**config.mk**
```make
export PLATFORM = sky130hd
export DESIGN_NAME = vga_timing_gen
export DESIGN_NICKNAME = d
export VERILOG_FILES = /design/src/rtl/vga_pkg.sv /design/src/rtl/vga_sync_counter.sv /design/src/rtl/vga_timing_gen.sv
export SDC_FILE = /design/constraint.sdc
export NUM_CORES = 1
export LEC_CHECK = 0
export ABC_AREA = 1
export BUFFER_PORTS_ARGS = -buffer_cell sky130_fd_sc_hd__buf_2
export CAP_MARGIN = 20
export CORE_UTILIZATION = 54
export DETAILED_ROUTE_END_ITERATION = 10
export PLACE_DENSITY = 0.75
export SLEW_MARGIN = 40
export SYNTH_ARGS = -nofsm -noshare
export SYNTH_HDL_FRONTEND = slang
export SYNTH_SLANG_ARGS = --single-unit
```
**constraint.sdc**
```tcl
create_clock -name vga_clk -period 4.9 [get_ports vga_clk]
set_input_delay 0.49 -clock vga_clk [delete_from_list [all_inputs] [get_ports vga_clk]]
set_output_delay 0.49 -clock vga_clk [all_outputs]
set_load 0.02 [all_outputs]
```
**src/rtl/vga_pkg.sv**
```systemverilog
// vga_pkg: default 640x480@60 timing constants and the shared coordinate type
package vga_pkg;
  localparam int unsigned H_VISIBLE    = 640;
  localparam int unsigned H_FRONT      = 16;
  localparam int unsigned H_SYNC       = 96;
  localparam int unsigned H_BACK       = 48;
  localparam int unsigned V_VISIBLE    = 480;
  localparam int unsigned V_FRONT      = 10;
  localparam int unsigned V_SYNC       = 2;
  localparam int unsigned V_BACK       = 33;
  localparam logic        SYNC_ACTIVE  = 1'b0;
  localparam int unsigned H_TOTAL      = H_VISIBLE + H_FRONT + H_SYNC + H_BACK;
  localparam int unsigned V_TOTAL      = V_VISIBLE + V_FRONT + V_SYNC + V_BACK;
  localparam int unsigned H_SYNC_START = H_VISIBLE + H_FRONT;
  localparam int unsigned H_SYNC_END   = H_SYNC_START + H_SYNC;
  localparam int unsigned V_SYNC_START = V_VISIBLE + V_FRONT;
  localparam int unsigned V_SYNC_END   = V_SYNC_START + V_SYNC;
  localparam int unsigned COORD_RANGE  = 1024;
  typedef logic [9:0] vga_coord_t;
endpackage

```
**src/rtl/vga_sync_counter.sv**
```systemverilog
// vga_sync_counter: wrapping raster counter with look-ahead visible/sync decode
module vga_sync_counter
  import vga_pkg::*;
#(
  parameter int unsigned TOTAL      = H_TOTAL,
  parameter int unsigned VISIBLE    = H_VISIBLE,
  parameter int unsigned SYNC_START = H_SYNC_START,
  parameter int unsigned SYNC_END   = H_SYNC_END
) (
  input  logic       clk,
  input  logic       rst_n,
  input  logic       adv,
  output vga_coord_t count,
  output logic       wrap,
  output vga_coord_t next_count,
  output logic       in_visible_next,
  output logic       in_sync_next
);
  localparam vga_coord_t LAST = vga_coord_t'(TOTAL - 1);
  vga_coord_t count_q, count_d;
  logic [31:0] nx;
  // next count: hold, step, or wrap to zero after the last position
  always_comb begin
    wrap    = adv && (count_q == LAST);
    count_d = adv ? (wrap ? '0 : count_q + vga_coord_t'(1)) : count_q;
  end
  // reset parks on the last position so the first advance lands on zero
  always_ff @(posedge clk or negedge rst_n)
    if (!rst_n) count_q <= LAST;
    else        count_q <= count_d;
  assign nx              = 32'(count_d);
  assign count           = count_q;
  assign next_count      = count_d;
  assign in_visible_next = nx < VISIBLE;
  assign in_sync_next    = (nx >= SYNC_START) && (nx < SYNC_END);
endmodule

```
**src/rtl/vga_timing_gen.sv**
```systemverilog
// vga_timing_gen: free-running VGA raster counters with zero-skew registered flags
module vga_timing_gen
  import vga_pkg::vga_coord_t;
#(
  parameter int unsigned H_VISIBLE   = vga_pkg::H_VISIBLE,
  parameter int unsigned H_FRONT     = vga_pkg::H_FRONT,
  parameter int unsigned H_SYNC      = vga_pkg::H_SYNC,
  parameter int unsigned H_BACK      = vga_pkg::H_BACK,
  parameter int unsigned V_VISIBLE   = vga_pkg::V_VISIBLE,
  parameter int unsigned V_FRONT     = vga_pkg::V_FRONT,
  parameter int unsigned V_SYNC      = vga_pkg::V_SYNC,
  parameter int unsigned V_BACK      = vga_pkg::V_BACK,
  parameter logic        SYNC_ACTIVE = vga_pkg::SYNC_ACTIVE
) (
  input  logic       vga_clk,
  input  logic       reset_n,
  output logic [9:0] DrawX,
  output logic [9:0] DrawY,
  output logic       blank,
  output logic       hs,
  output logic       vs,
  output logic       frame_tick
);
  localparam int unsigned H_TOTAL = H_VISIBLE + H_FRONT + H_SYNC + H_BACK;
  localparam int unsigned V_TOTAL = V_VISIBLE + V_FRONT + V_SYNC + V_BACK;
  localparam int unsigned H_SS    = H_VISIBLE + H_FRONT;
  localparam int unsigned V_SS    = V_VISIBLE + V_FRONT;
  if (H_TOTAL > vga_pkg::COORD_RANGE || V_TOTAL > vga_pkg::COORD_RANGE) begin : g_size_check
    $error("vga_timing_gen: H_TOTAL/V_TOTAL must fit in 10 bits");
  end
  vga_coord_t h_count, h_next, v_count, v_next;
  logic h_wrap, h_vis, h_sync, v_vis, v_sync, frame_wrap_unused;
  logic blank_q, blank_d, hs_q, hs_d, vs_q, vs_d, frame_tick_q, frame_tick_d;
  vga_sync_counter #(
    .TOTAL(H_TOTAL), .VISIBLE(H_VISIBLE), .SYNC_START(H_SS), .SYNC_END(H_SS + H_SYNC)
  ) u_h (
    .clk(vga_clk), .rst_n(reset_n), .adv(1'b1), .count(h_count), .wrap(h_wrap),
    .next_count(h_next), .in_visible_next(h_vis), .in_sync_next(h_sync)
  );
  vga_sync_counter #(
    .TOTAL(V_TOTAL), .VISIBLE(V_VISIBLE), .SYNC_START(V_SS), .SYNC_END(V_SS + V_SYNC)
  ) u_v (
    .clk(vga_clk), .rst_n(reset_n), .adv(h_wrap), .count(v_count), .wrap(frame_wrap_unused),
    .next_count(v_next), .in_visible_next(v_vis), .in_sync_next(v_sync)
  );
  // flags decoded from next counter values so they line up with DrawX/DrawY
  always_comb begin
    blank_d      = h_vis && v_vis;
    hs_d         = h_sync ? SYNC_ACTIVE : ~SYNC_ACTIVE;
    vs_d         = v_sync ? SYNC_ACTIVE : ~SYNC_ACTIVE;
    frame_tick_d = (h_next == '0) && (v_next == vga_coord_t'(V_VISIBLE));
  end
  // reset values match the flags of the last pixel of a frame
  always_ff @(posedge vga_clk or negedge reset_n)
    if (!reset_n) begin
      blank_q      <= 1'b0;
      hs_q         <= ~SYNC_ACTIVE;
      vs_q         <= ~SYNC_ACTIVE;
      frame_tick_q <= 1'b0;
    end else begin
      blank_q      <= blank_d;
      hs_q         <= hs_d;
      vs_q         <= vs_d;
      frame_tick_q <= frame_tick_d;
    end
  assign DrawX      = h_count;
  assign DrawY      = v_count;
  assign blank      = blank_q;
  assign hs         = hs_q;
  assign vs         = vs_q;
  assign frame_tick = frame_tick_q;
endmodule

```
==> run summary, run 1 <==
The weighted congestion reported at the end of routability-driven placement is 0.955. The number of nets in the synthesized netlist is 235. The vertical die dimension is 56.8 µm. Entering global routing, the biggest net connects 25 pins. The final design instance area without fill is 1820 µm². The DRC violations left is 8. At the placement stage, the worst setup path has a slack of 2.90 ns.

The leading cell type in the layout, fill and taps excluded is sky130_fd_sc_hd__nand2_1. The count of state elements after synthesis is 24. TritonCTS built the clock tree. The count of buffers from port buffering came out at 25. The post-CTS setup repair buffer count came out at 0. Counting I/O delays and the setup requirement, the final critical path takes 2.01 ns. The number of global-route vias before repair came out at 1,329. Setup repair after global routing left no endpoint under its margin. The final max-slew violation count came to 0. The cell sitting at the root of the clock tree is a sky130_fd_sc_hd__clkbuf_4. The power per standard cell area is 171 nW/µm². The distinct cell type count of the synthesized netlist is 24. Once detailed placement completed, the half-perimeter wirelength came to 2890 µm. The worst reg2reg path depth is 12.

The gate count after technology mapping is 230. The first global-routing pass estimated between 6000 and 7000 µm of wire. The placed cell area came out at 1790 µm². The total number of vias came out at 1,504. The worst hold path belongs to the class in2async.

Dividing the final minimum period by the clock period gives 41.1%. The total CTS buffers came out at 3. The worst register-to-register path ends at blank$_DFF_PN0_. The global-route total usage across every layer came out at between 20 and 25%. The post-route netlist has between 20% and 30% of its cells at a drive strength greater than 1. The setup TNS came out at 0 ns. The final routed wire length divided by cell count is around 13 µm. For this design, the CTS-stage hold fixing added 0 buffers. For the final database, setup skew stands at 0.00707 ns. The run finished, with violations left. The worst setup path is launched from a flip-flop. In the layout the commonest cells are sky130_fd_sc_hd__nand2_1 (59), sky130_fd_sc_hd__inv_1 (43), sky130_fd_sc_hd__nor2_1 (30). The arrival time reported for the critical path endpoint is 2.25 ns. The row count came out at 19. The register-to-register path setup slack is 2.89 ns. In this run the deepest clock path goes through 2 buffers. The source of the critical timing path is u_h.count[0]$_DFF_PN1_. The sequential share of the synthesized area is 37.9%. Once the clock tree was built, the resizer swapped 0 gates to a different size.

The worst setup path is captured at a flip-flop. The effective utilization at floorplan came out at between 50% and 60%. The number of placed I/O pins is 26. Summed over all instances, the cell type with the most area after synthesis is sky130_fd_sc_hd__dfstp_2. The worst-case vdd ir drop came out at roughly 0.096 mV. The synthesis warning total is 0.

The floorplan step defined a die boundary enclosing 3230 µm². The total global routing overflow is 0. The remaining antenna violation count after routing is 0.

The final-stage net count is 265. In the post-synthesis netlist, the biggest area contributors are sky130_fd_sc_hd__dfstp_2 (19%), sky130_fd_sc_hd__dfrtp_1 (19%), sky130_fd_sc_hd__nand2_1 (14%), sky130_fd_sc_hd__inv_1 (9.9%), sky130_fd_sc_hd__nand3_1 (7.4%). CTS built an H-tree with a depth of 1.

The number of antenna violations at the first check in global routing is 0. The total iterations of the first detailed-routing run is 7. The horizontal die dimension is 56.8 µm. The worst max-slew margin expressed relative to the limit came out at 66.1%. The number of vias per cell is 5.19. The final reports fail on design-rule violations.

After layout, the worst setup slack is 2.89 ns. The setup violation total in the final timing report came out at 0. The area share of the leading cell type in the synthesized netlist came out at 19.4%. The number of fill cells is 236.

Based on the critical path, the design can be clocked at up to 497 MHz. The routed wire length came out at 3650 µm. The cell area after synthesis is roughly 1600 µm².

The number of hold violations in the final report came out at 0. From synthesis to final layout, the design area changed by 12.3%. The required time at the worst-slack endpoint came out at 5.14 ns. The clock reaches the later pin of the worst-skew pair after 0.32 ns. The slew at the pin with the worst max-slew slack is 0.508 ns. The static power due to leakage is 1.01 nW.

The critical path is of the reg2reg type. Counting every sink on the clock net gives 24. The mean area per synthesized cell is 7.06 µm². After clock tree synthesis, the clock-pin slew on the worst setup and hold paths is 0.14 ns. The number of DRC markers in iteration 0 is 61. The number of antenna diodes in the final layout is 0.

The startpoint identified for the worst register-to-register timing path is u_h.count[0]$_DFF_PN1_. The floorplan step defined a core boundary enclosing 2810 µm². The number of max-cap violations came out at 0. Along the worst path, the maximum fanout reaches 6.
==> cell usage after synthesis <==
master	instances
sky130_fd_sc_hd__inv_2	2
sky130_fd_sc_hd__nand3_2	3
sky130_fd_sc_hd__nand2_4	2
sky130_fd_sc_hd__nand3_1	24
sky130_fd_sc_hd__or2_2	1
sky130_fd_sc_hd__ha_1	3
sky130_fd_sc_hd__o21bai_1	1
sky130_fd_sc_hd__o21bai_2	1
sky130_fd_sc_hd__o21ai_0	2
sky130_fd_sc_hd__xor2_2	1
sky130_fd_sc_hd__nor2_4	5
sky130_fd_sc_hd__dfstp_2	12
sky130_fd_sc_hd__nand3b_1	1
sky130_fd_sc_hd__nand4_1	10
sky130_fd_sc_hd__a21oi_1	1
sky130_fd_sc_hd__nand2_1	59
sky130_fd_sc_hd__nor2_1	30
sky130_fd_sc_hd__dfrtp_1	12
sky130_fd_sc_hd__nand2_2	5
sky130_fd_sc_hd__nor2_2	6
sky130_fd_sc_hd__nand4_2	1
sky130_fd_sc_hd__inv_1	43
sky130_fd_sc_hd__o211ai_1	2
sky130_fd_sc_hd__nor3_1	3
==> metrics by stage <==
stage | cells | total power [mW] | util, % | hold WS [ns]
after detailed placement | 286 | 0.206 | 63.7 | 0.495
final | 290 | 0.311 | 65.0 | 0.110
after global routing | 290 | 0.317 | 65.0 | 0.160
after global placement | 286 | 0.206 | 63.7 | 0.487
after CTS | 290 | 0.316 | 65.0 | 0.124
after floorplan | 230 | 0.202 | - | 0.194
==> worst max-delay path by stage <==
stage	end	cells after the start
final	blank$_DFF_PN0_	12
after global routing	blank$_DFF_PN0_	12
after CTS	blank$_DFF_PN0_	12
after detailed placement	blank$_DFF_PN0_	12
after global placement	blank$_DFF_PN0_	12
after floorplan	blank$_DFF_PN0_	12
==> per-layer routing <==
layer	GRT usage [%]	vias up	share of wire, %
met2	35.4	56	42
met1	38.7	665	49
met5	0	-	0
met3	2.30	7	7.0
li1	-	776	-
met4	9.76	0	1.8
==> registers in the layout, indices dropped and copies added, names as in the netlist <==
name        count
frame_tick      1
vs              1
hs              1
u_h.count      10
u_v.count      10
blank           1
==> kinds of logic (layout without fill, tap and decap cells) <==
group / count (synthesis) / after routing / share of synthesized area, %
adders and majority gates: 3 / 3 / 2.31
and+or+nand+nor: 150 / 150 / 45.3
DFF: 24 / 24 / 37.9
xor gates and xnor gates: 1 / 1 / 1.00
buffers and inverters: 45 / 74 / 10.4
AOI/OAI and AO/OA: 7 / 7 / 3.01
==> power by group <==
group,internal [mW],switching (mW)
clock,0.0455,0.0632
sequential,0.199,0
combinational,0.000285,0.00350
==> final cells by class <==
type / instances / area (µm²) / area share [%]
multi-input combinational: 161 / 838 / 46.0
sequential: 24 / 616 / 33.8
inverter: 45 / 169 / 9.27
timing repair buffer: 25 / 125 / 6.86
tap: 31 / 38.8 / 2.13
clock buffer: 4 / 36.3 / 1.99
==> critical path, cell delays in order (launching register included) <==
cell                       delay (ns)
sky130_fd_sc_hd__dfstp_2         0.59
sky130_fd_sc_hd__ha_1            0.21
sky130_fd_sc_hd__nand2_2         0.09
sky130_fd_sc_hd__nor2_4          0.19
sky130_fd_sc_hd__nand2_4         0.08
sky130_fd_sc_hd__nor2_4          0.19
sky130_fd_sc_hd__nand2_2         0.07
sky130_fd_sc_hd__o21bai_2        0.12
sky130_fd_sc_hd__nand2_2         0.09
sky130_fd_sc_hd__nor2_4          0.12
sky130_fd_sc_hd__nand3_1         0.09
sky130_fd_sc_hd__nand2_1         0.06
sky130_fd_sc_hd__inv_1           0.03
Note: power is estimated with default switching activity, not from simulation.
==> run 2: changes to the inputs <==
ABC_AREA = 0   (was 1)
CORE_UTILIZATION = 50   (was 54)
PLACE_DENSITY = 0.73   (was 0.75)
clock period = 1.7 ns   (was 4.9 ns; I/O delays follow)
==> run 2 against run 1 <==
  * The run ends with design-rule violations, negative setup slack left
  * Via count up 18%
  * Synthesized area down 5.6%
  * Utilization up 18 points
  * Critical path depth down 6
  * Global-route usage up 4.9 points
  * Combinational power rose to 3.6 times the previous value
  * Clock power rose to 2.6 times the previous value
  * Fmax down 6.8%
  * First-iteration DRC count rose to 2.7 times the previous value
  * Worst setup slack worse by 3.3 ns
  * Critical path type unchanged
  * Largest power group unchanged
==> run summary, run 2 <==
The final reports fail on design-rule violations, negative setup slack. The maximum clock frequency is 463 MHz. The number of fill cells came out at 155.

Before CTS, the worst setup slack after placement is -0.390 ns. The worst clock skew came out at 0.0184 ns. The internal cell power came out at 0.667 mW.

The repair_antennas step left the layout with diodes totalling 0. The weighted congestion reported at the end of routability-driven placement is 0.976. The longest clock path from root to sink contains 2 buffers.

The area share of the leading cell type in the synthesized netlist came out at between 20% and 30%. The clock network accounts for approximately a third of the total power. The total global routing overflow is 0.

The pin count of the biggest net entering global routing is 25. Using the TritonRoute via totals, the vias-per-cell ratio works out to 6.28. The synthesis warning total came out at 0. The growth of design area from synthesis to finish is 53.2%.

The register share of total power is between 60% and 70%. The time the worst path needs with I/O delays and setup came out at 2.16 ns. The net count of the mapped netlist is 168. After synthesis, the most frequently instantiated cells are sky130_fd_sc_hd__nand2_1 (16), sky130_fd_sc_hd__o21ai_0 (15), sky130_fd_sc_hd__dfrtp_1 (12), sky130_fd_sc_hd__dfstp_2 (12), sky130_fd_sc_hd__nor2_1 (12). The layout cell share with drive strength beyond 1 is between 50% and 60%.

The sequential cell area is 616 µm². In the synthesized netlist the async set-or-reset flop fraction comes to 100%. The mean area per synthesized cell came out at 9.40 µm².

The worst-case IR drop observed on VDD is 0.343 mV. The combinational share of power came out at 1.6%. In this run the clock root is driven by a sky130_fd_sc_hd__clkbuf_4. The cell area after synthesis is around 1500 µm². The gate count after technology mapping came out at ~160. For met1 alone, demand over resource in global routing was between 30% and 40%. The floorplan step defined a die boundary enclosing 3290 µm². The vertical die dimension came out at roughly 57 µm. Among all flip-flop cells after synthesis, the most frequent one is sky130_fd_sc_hd__dfstp_2.

Clock-pin slew was measured on the worst setup and hold paths at 0.15 ns. The first global-routing pass estimated approximately 7500 µm of wire. The final max-slew violation count came out at 0. STA classifies the critical path startpoint as a flip-flop. The worst-path maximum fanout is 3.

Dividing the detail-routed wire length by the instance count gives 19.3 µm. The type of the worst setup path is reg2reg. Summing all multi-input logic gate instances after layout gives 948 µm².

The distinct cell type count of the synthesized netlist came out at 48. The number of DRC markers in iteration 0 came out at 162. TritonCTS built the clock tree.

The core occupancy in the finished layout is approximately 83%. Leaving out fill and tap cells, the most frequent cells in the layout are sky130_fd_sc_hd__buf_4 (60), sky130_fd_sc_hd__buf_2 (25), sky130_fd_sc_hd__nand2_1 (15). The total CTS buffers came out at 3. The sort of element at the end of the critical path is a flip-flop. Of the available clock period, the critical path in the final layout requires 127%.

Setup violations remaining at the end of the flow were counted as 16. The placed cell area is 2000 µm². The static power due to leakage is 1.07 nW. The total number of clock tree sinks came out at 24. The count of flip-flops with a built-in enable after synthesis is 0. The largest total area in the synthesized netlist belongs to sky130_fd_sc_hd__dfstp_2.

The count of buffers from port buffering is 25. The switching power total is about 0.20 mW. The required time at the worst-slack endpoint came out at 1.95 ns. The worst max-slew margin expressed relative to the limit is 62.3%. The total iterations of the first detailed-routing run came out at 8. The CTS H-tree depth came out at 1. The most used routing layer is met2. Across all layers, the routed design uses 1,778 vias.

The core outline area came out at 2830 µm². The synthesized design contains 24 register bits. The sequential share of the synthesized area is 40.2%. The clock network latency to the later pin of the worst-skew pair came out at 0.34 ns.

The horizontal die dimension is 57.3 µm. The sum of net half-perimeters after detailed placement is 3020 µm. The final-stage net count came out at 258. The cell with the most instances after synthesis is sky130_fd_sc_hd__nand2_1. The number of antenna violations at the first check in global routing was 0.

After routing the design area is ~2300 µm². The flow ran to the end, but the final reports show violations. The total power draw came out at 0.870 mW.

The global-route total usage across every layer is 29.8%. The number of hold violations in the final report is 0. The effective utilization at floorplan is 54.1%. Data arrives at the worst endpoint at approximately 2.4 ns.

The power per standard cell area came out at 371 nW/µm². The DRC violations left came out at 3. Leaving out fill and tap cells, the most frequent cell in the layout is sky130_fd_sc_hd__buf_4. The met3 track utilization from global routing is 2.04%. The net switching fraction of the power came out at 23.3%. The row count is 19. The slew at the pin with the worst max-slew slack is about 0.57 ns. The remaining antenna violation count after routing is 0. The number of max-cap violations is 0. The smallest setup slack after layout came out at -0.458 ns.

The met2 usage is 50.7%. In the post-synthesis netlist, the biggest area contributors are sky130_fd_sc_hd__dfstp_2 (21%), sky130_fd_sc_hd__dfrtp_1 (20%), sky130_fd_sc_hd__o21ai_0 (4.9%), sky130_fd_sc_hd__nand2_1 (3.9%), sky130_fd_sc_hd__xnor2_1 (3.4%). The worst hold path belongs to the class in2async. The number of global-route vias before repair came to approximately 1,600. The final hold slack came out at 0.336 ns. Setup repair after global routing could not meet its margin everywhere.

The routed wire length came out at 5470 µm. The number of placed I/O pins came out at 26.
run 2: cell count changes in the layout (fill, tap and decap cells not counted), moves of 6 or more:
cell / previous run / this run
sky130_fd_sc_hd__o21ai_0: 2 / 8
sky130_fd_sc_hd__nand3_1: 24 / 7
sky130_fd_sc_hd__nand2_1: 59 / 15
sky130_fd_sc_hd__nor2_1: 30 / 10
sky130_fd_sc_hd__xnor2_1: 0 / 6
sky130_fd_sc_hd__inv_1: 43 / 5
sky130_fd_sc_hd__buf_6: 0 / 10
sky130_fd_sc_hd__buf_4: 0 / 60
run 2: worst max-delay path, stage by stage, from the launching register on:
cell,delay (ns)
sky130_fd_sc_hd__dfstp_2,0.56
sky130_fd_sc_hd__and4b_2,0.32
sky130_fd_sc_hd__nand3_4,0.10
sky130_fd_sc_hd__or4_4,0.53
sky130_fd_sc_hd__a22oi_4,0.23
sky130_fd_sc_hd__o2111ai_2,0.14
sky130_fd_sc_hd__nand4b_1,0.21
run 2: stage by stage:
| stage | std cells | setup TNS, ns |
|---|---|---|
| CTS | 270 | -1.34 |
| floorplan | 163 | -1.45 |
| finish | 283 | -3.23 |
| global route | 283 | -3.95 |
| global placement | 257 | -1.45 |
| detailed placement | 257 | -1.70 |
run 2: final timing paths:
path | endpoint | slack, ns | from | depth (start not counted)
max | vs$_DFF_PN1_ | -0.46 | u_h.count[8]$_DFF_PN1_ | 6
min | u_v.count[4]$_DFF_PN0_ | 0.34 | reset_n | 2
min reg2reg | u_h.count[1]$_DFF_PN1_ | 0.59 | u_h.count[1]$_DFF_PN1_ | 1
min in group vga_clk | u_h.count[1]$_DFF_PN1_ | 0.59 | u_h.count[1]$_DFF_PN1_ | 1
max reg2reg | vs$_DFF_PN1_ | -0.46 | u_h.count[8]$_DFF_PN1_ | 6
max in group asynchronous | u_h.count[8]$_DFF_PN1_ | 0.97 | reset_n | 2
run 2: final cells by class:
| class | count | area share (%) |
|---|---|---|
| clock buffers | 4 | 1.12 |
| well taps | 31 | 1.65 |
| inverters | 5 | 0.800 |
| flip-flops and latches | 24 | 26.2 |
| repair buffers | 96 | 29.8 |
| multi-input cells | 123 | 40.4 |
run 2: per-layer routing:
| metal | share of wire (%) | vias up |
|---|---|---|
| li1 | - | 775 |
| met1 | 40 | 866 |
| met2 | 48 | 112 |
| met3 | 7.3 | 25 |
| met4 | 4.4 | 0 |
| met5 | 0 | - |
run 2: cell families after synthesis:
family	synth area share (%)
AO/OA/AOI/OAI	17.9
buffers and inverters	6.37
flip-flops	40.2
XOR/XNOR	6.29
adder cells (fa/ha/maj)	2.45
AND/OR/NAND/NOR	26.8
run 2: power groups by stage:
stage | clock network, mW | registers [mW] | logic [mW]
6_report | 0.284 | 0.573 | 0.0138
5_1_grt | 0.297 | 0.573 | 0.0159
4_1_cts | 0.270 | 0.573 | 0.0142
3_5_place_dp | 0 | 0.582 | 0.0124
3_3_place_gp | 0 | 0.582 | 0.0122
2_1_floorplan | 0 | 0.582 | 0.000000323
run 2: what timing repair did:
item	in CTS	in global routing
pin swaps	7	11
hold endpoints to repair	12	0
gates resized for setup	22	19
endpoints found under the setup margin	12	17
hold buffers	1	0
setup buffers	8	13
==> run 3: changes to the inputs <==
--- a/config.mk
+++ b/config.mk
@@ -13,3 +13,3 @@
 export PLACE_DENSITY = 0.73
-export SLEW_MARGIN = 40
+export SLEW_MARGIN = 20
 export SYNTH_ARGS = -nofsm -noshare
--- a/constraint.sdc
+++ b/constraint.sdc
@@ -3,2 +3,2 @@
 set_output_delay 0.17 -clock vga_clk [all_outputs]
-set_load 0.02 [all_outputs]
+set_load 0.05 [all_outputs]
==> run 3 against run 2 <==
  * The run still ends with design-rule violations, negative setup slack left
  * Total power decreased by 0.95%
  * Clock power decreased by 3%
  * Highest routed layer unchanged
  * Worst setup slack got worse by 0.050 ns
  * Largest cell class unchanged
  * Design area increased by 0.27%
  * Utilization increased by 0.22 points
  * Clock-buffer cell count unchanged
  * Fmax decreased by 2.3%
  * Sequential share of layout area increased by 0.36 points
  * Sequential power about the same
  * Final cell count decreased by 2.8%
  * Die area unchanged
==> run summary, run 3 (synthesized netlist as in run 2, its figures left out) <==
The sum of net half-perimeters after detailed placement is 3130 µm. The total buffers and inverters traversed by the critical path is 1. The number of placed I/O pins came out at 26. The number of antenna violations at the first check in global routing came out at 0. At the pin with the least slew margin, the transition time is about 0.55 ns.

Per report_power, the clock group accounts for 32.1% of the total. The placed cell area came out at 2030 µm². The total inserted antenna cells came out at 0.

The clock network latency to the later pin of the worst-skew pair came out at 0.34 ns. Timing would allow up to 453 MHz. The worst setup path is launched from a flip-flop. For this run, design rule violations remaining after detail routing come to 6. The clock passes through at most 2 buffers. The vertical die dimension is around 57 µm.

The final max-slew violation count came out at 0. Port buffering added 25 buffers. The switching power total is just under 0.2 mW. The die area came out at 3290 µm². The largest delay contributor family on the critical path is simple AND/OR/NAND/NOR gates. The final-stage net count came out at 250.

The weighted congestion reported at the end of routability-driven placement is 0.950. The final reports fail on design-rule violations, negative setup slack. The worst setup path is captured at a flip-flop. The global-route total usage across every layer came out at approximately 30%. Entering global routing, the biggest net connects 25 pins. The slowest stage of the critical path belongs to the cell sky130_fd_sc_hd__dfstp_4. VDD sags by at most 0.441 mV. STA puts the critical path data required time at around 1.9 ns.

The number of vias per cell is 5.88. The effective utilization at floorplan came out at 54.1%. Once detail routing completed, the nets flagged for antenna violations numbered 0. The number of hold violations in the final report came to 0. The cell sitting at the root of the clock tree is a sky130_fd_sc_hd__clkbuf_4.

The total number of vias is approximately 1,600. For this run, the detailed router's first-pass iteration total came to 7. The final routed wire length divided by cell count is 16.8 µm.

The final design instance area without fill came out at 2350 µm². The setup TNS came out at -3.37 ns. The setup violation total in the final timing report is 15.

The worst clock skew came out at 0.0203 ns. The first global-routing pass estimated 7420 µm of wire. The net switching fraction of the power is 22.7%.

The smallest clock period supported by the final layout is computed as 2.21 ns. TritonCTS built the clock tree. The initialized floorplan defines 19 standard-cell rows. The path class of the tightest hold or removal check is in2async.

In this run the static leakage power is between 1 and 1.5 nW. The number of global-route vias before repair is 1,526. The leading cell type in the layout, fill and taps excluded is sky130_fd_sc_hd__buf_4. STA puts the critical path data arrival time at 2.43 ns. The power per standard cell area came out at roughly 370 nW/µm². The setup slack after placement came out at -0.444 ns. For this run, the slowest stage of the critical path takes 0.66 ns. Setup repair after global routing could not meet its margin everywhere. Measured on the finished design, the core utilization comes to 83.1%. Setup slack on the critical path of the routed design comes to -0.508 ns. In the layout the commonest cells are sky130_fd_sc_hd__buf_4 (55), sky130_fd_sc_hd__buf_2 (25), sky130_fd_sc_hd__nand2_1 (15). The core outline area is 2830 µm². The total CTS buffers came out at 3. CTS built an H-tree with a depth of 1. The register share of total power came out at 66.4%. The clock slew seen by the registers of the worst setup and hold paths came out at approximately 0.15 ns.

The total overflow left after global routing is 0. Compared with the post-synthesis result, the final layout area differs by 53.6%. The share of the clock period used by the worst path is 130%. The internal cell power came out at 0.667 mW. The final hold slack is 0.330 ns. The run finished, with violations left. Walking the worst path, the cells encountered are ha_4 > and3_4 > buf_4 > nand4_1 > o21a_1 > o22ai_2 > nand3_1 > nor4_2. The worst-path maximum fanout is 3. The layout cell share with drive strength beyond 1 came out at 55.7%.

The number of DRC markers in iteration 0 came out at 97. The total number of clock tree sinks came out at 24. The routed wire length came out at 4630 µm.

The worst max-slew margin expressed relative to the limit came out at 63.4%. The critical path is of the reg2reg type. The number of max-cap violations is 0. The horizontal die dimension came out at approximately 57 µm. The combinational share of power is approximately 1.6%.
## run 3: cell count changes in the layout (fill, tap and decap cells not counted), sizes merged
| cell | previous run | this run |
|---|---|---|
| buf | 95 | 87 |
## run 3: what timing repair did
action	in CTS	in global routing
pin swaps	7	12
setup endpoints to repair	12	16
hold endpoints to repair	12	0
buffers inserted	9	5
hold buffers	1	0
resized for setup	24	18
gates cloned	0	0
## run 3: stage by stage
step,std cells,power (mW)
final,275,0.862
after floorplan,163,0.582
after detailed placement,258,0.594
after CTS,270,0.868
after global placement,258,0.593
after global routing,275,0.883
## run 3: worst paths after layout
kind	from	end	slack (ns)	cells past startpoint
min in group vga_clk	u_v.count[0]$_DFF_PN0_	u_v.count[0]$_DFF_PN0_	0.64	2
max in group asynchronous	reset_n	u_h.count[8]$_DFF_PN1_	0.98	2
hold / removal	reset_n	u_v.count[6]$_DFF_PN0_	0.33	2
hold reg to reg	u_v.count[0]$_DFF_PN0_	u_v.count[0]$_DFF_PN0_	0.64	2
setup reg to reg	u_h.count[1]$_DFF_PN1_	frame_tick$_DFF_PN0_	-0.51	8
setup / recovery	u_h.count[1]$_DFF_PN1_	frame_tick$_DFF_PN0_	-0.51	8
## run 3: routing by layer
layer | wire, µm | global-route usage, % | vias up
met5 | 0 | 0 | -
met4 | 82 | 7.32 | 0
met3 | 255 | 4.54 | 14
met2 | 2300 | 48.8 | 62
met1 | 2000 | 39.9 | 781
li1 | - | - | 759
## run 3: layout make-up
class / instances / area [µm²]
multi-input combinational: 123 / 1020
timing repair buffer: 88 / 627
sequential: 24 / 626
fill: 161 / 477
tap: 31 / 38.8
clock buffer: 4 / 26.3
inverter: 5 / 18.8
## run 3: worst register-to-register path: stages, from the launching register on
cell,delay (ns)
sky130_fd_sc_hd__dfstp_4,0.66
sky130_fd_sc_hd__ha_4,0.13
sky130_fd_sc_hd__and3_4,0.19
sky130_fd_sc_hd__buf_4,0.12
sky130_fd_sc_hd__nand4_1,0.16
sky130_fd_sc_hd__o21a_1,0.17
sky130_fd_sc_hd__o22ai_2,0.22
sky130_fd_sc_hd__nand3_1,0.14
sky130_fd_sc_hd__nor4_2,0.31
## run 3: power groups by stage
| stage | combinational, mW | clock [mW] | sequential [mW] |
|---|---|---|---|
| after floorplan | 0.000000322 | 0 | 0.582 |
| after global placement | 0.0118 | 0 | 0.582 |
| after detailed placement | 0.0125 | 0 | 0.582 |
| after CTS | 0.0144 | 0.281 | 0.572 |
| after global routing | 0.0163 | 0.294 | 0.572 |
| final | 0.0135 | 0.276 | 0.572 |
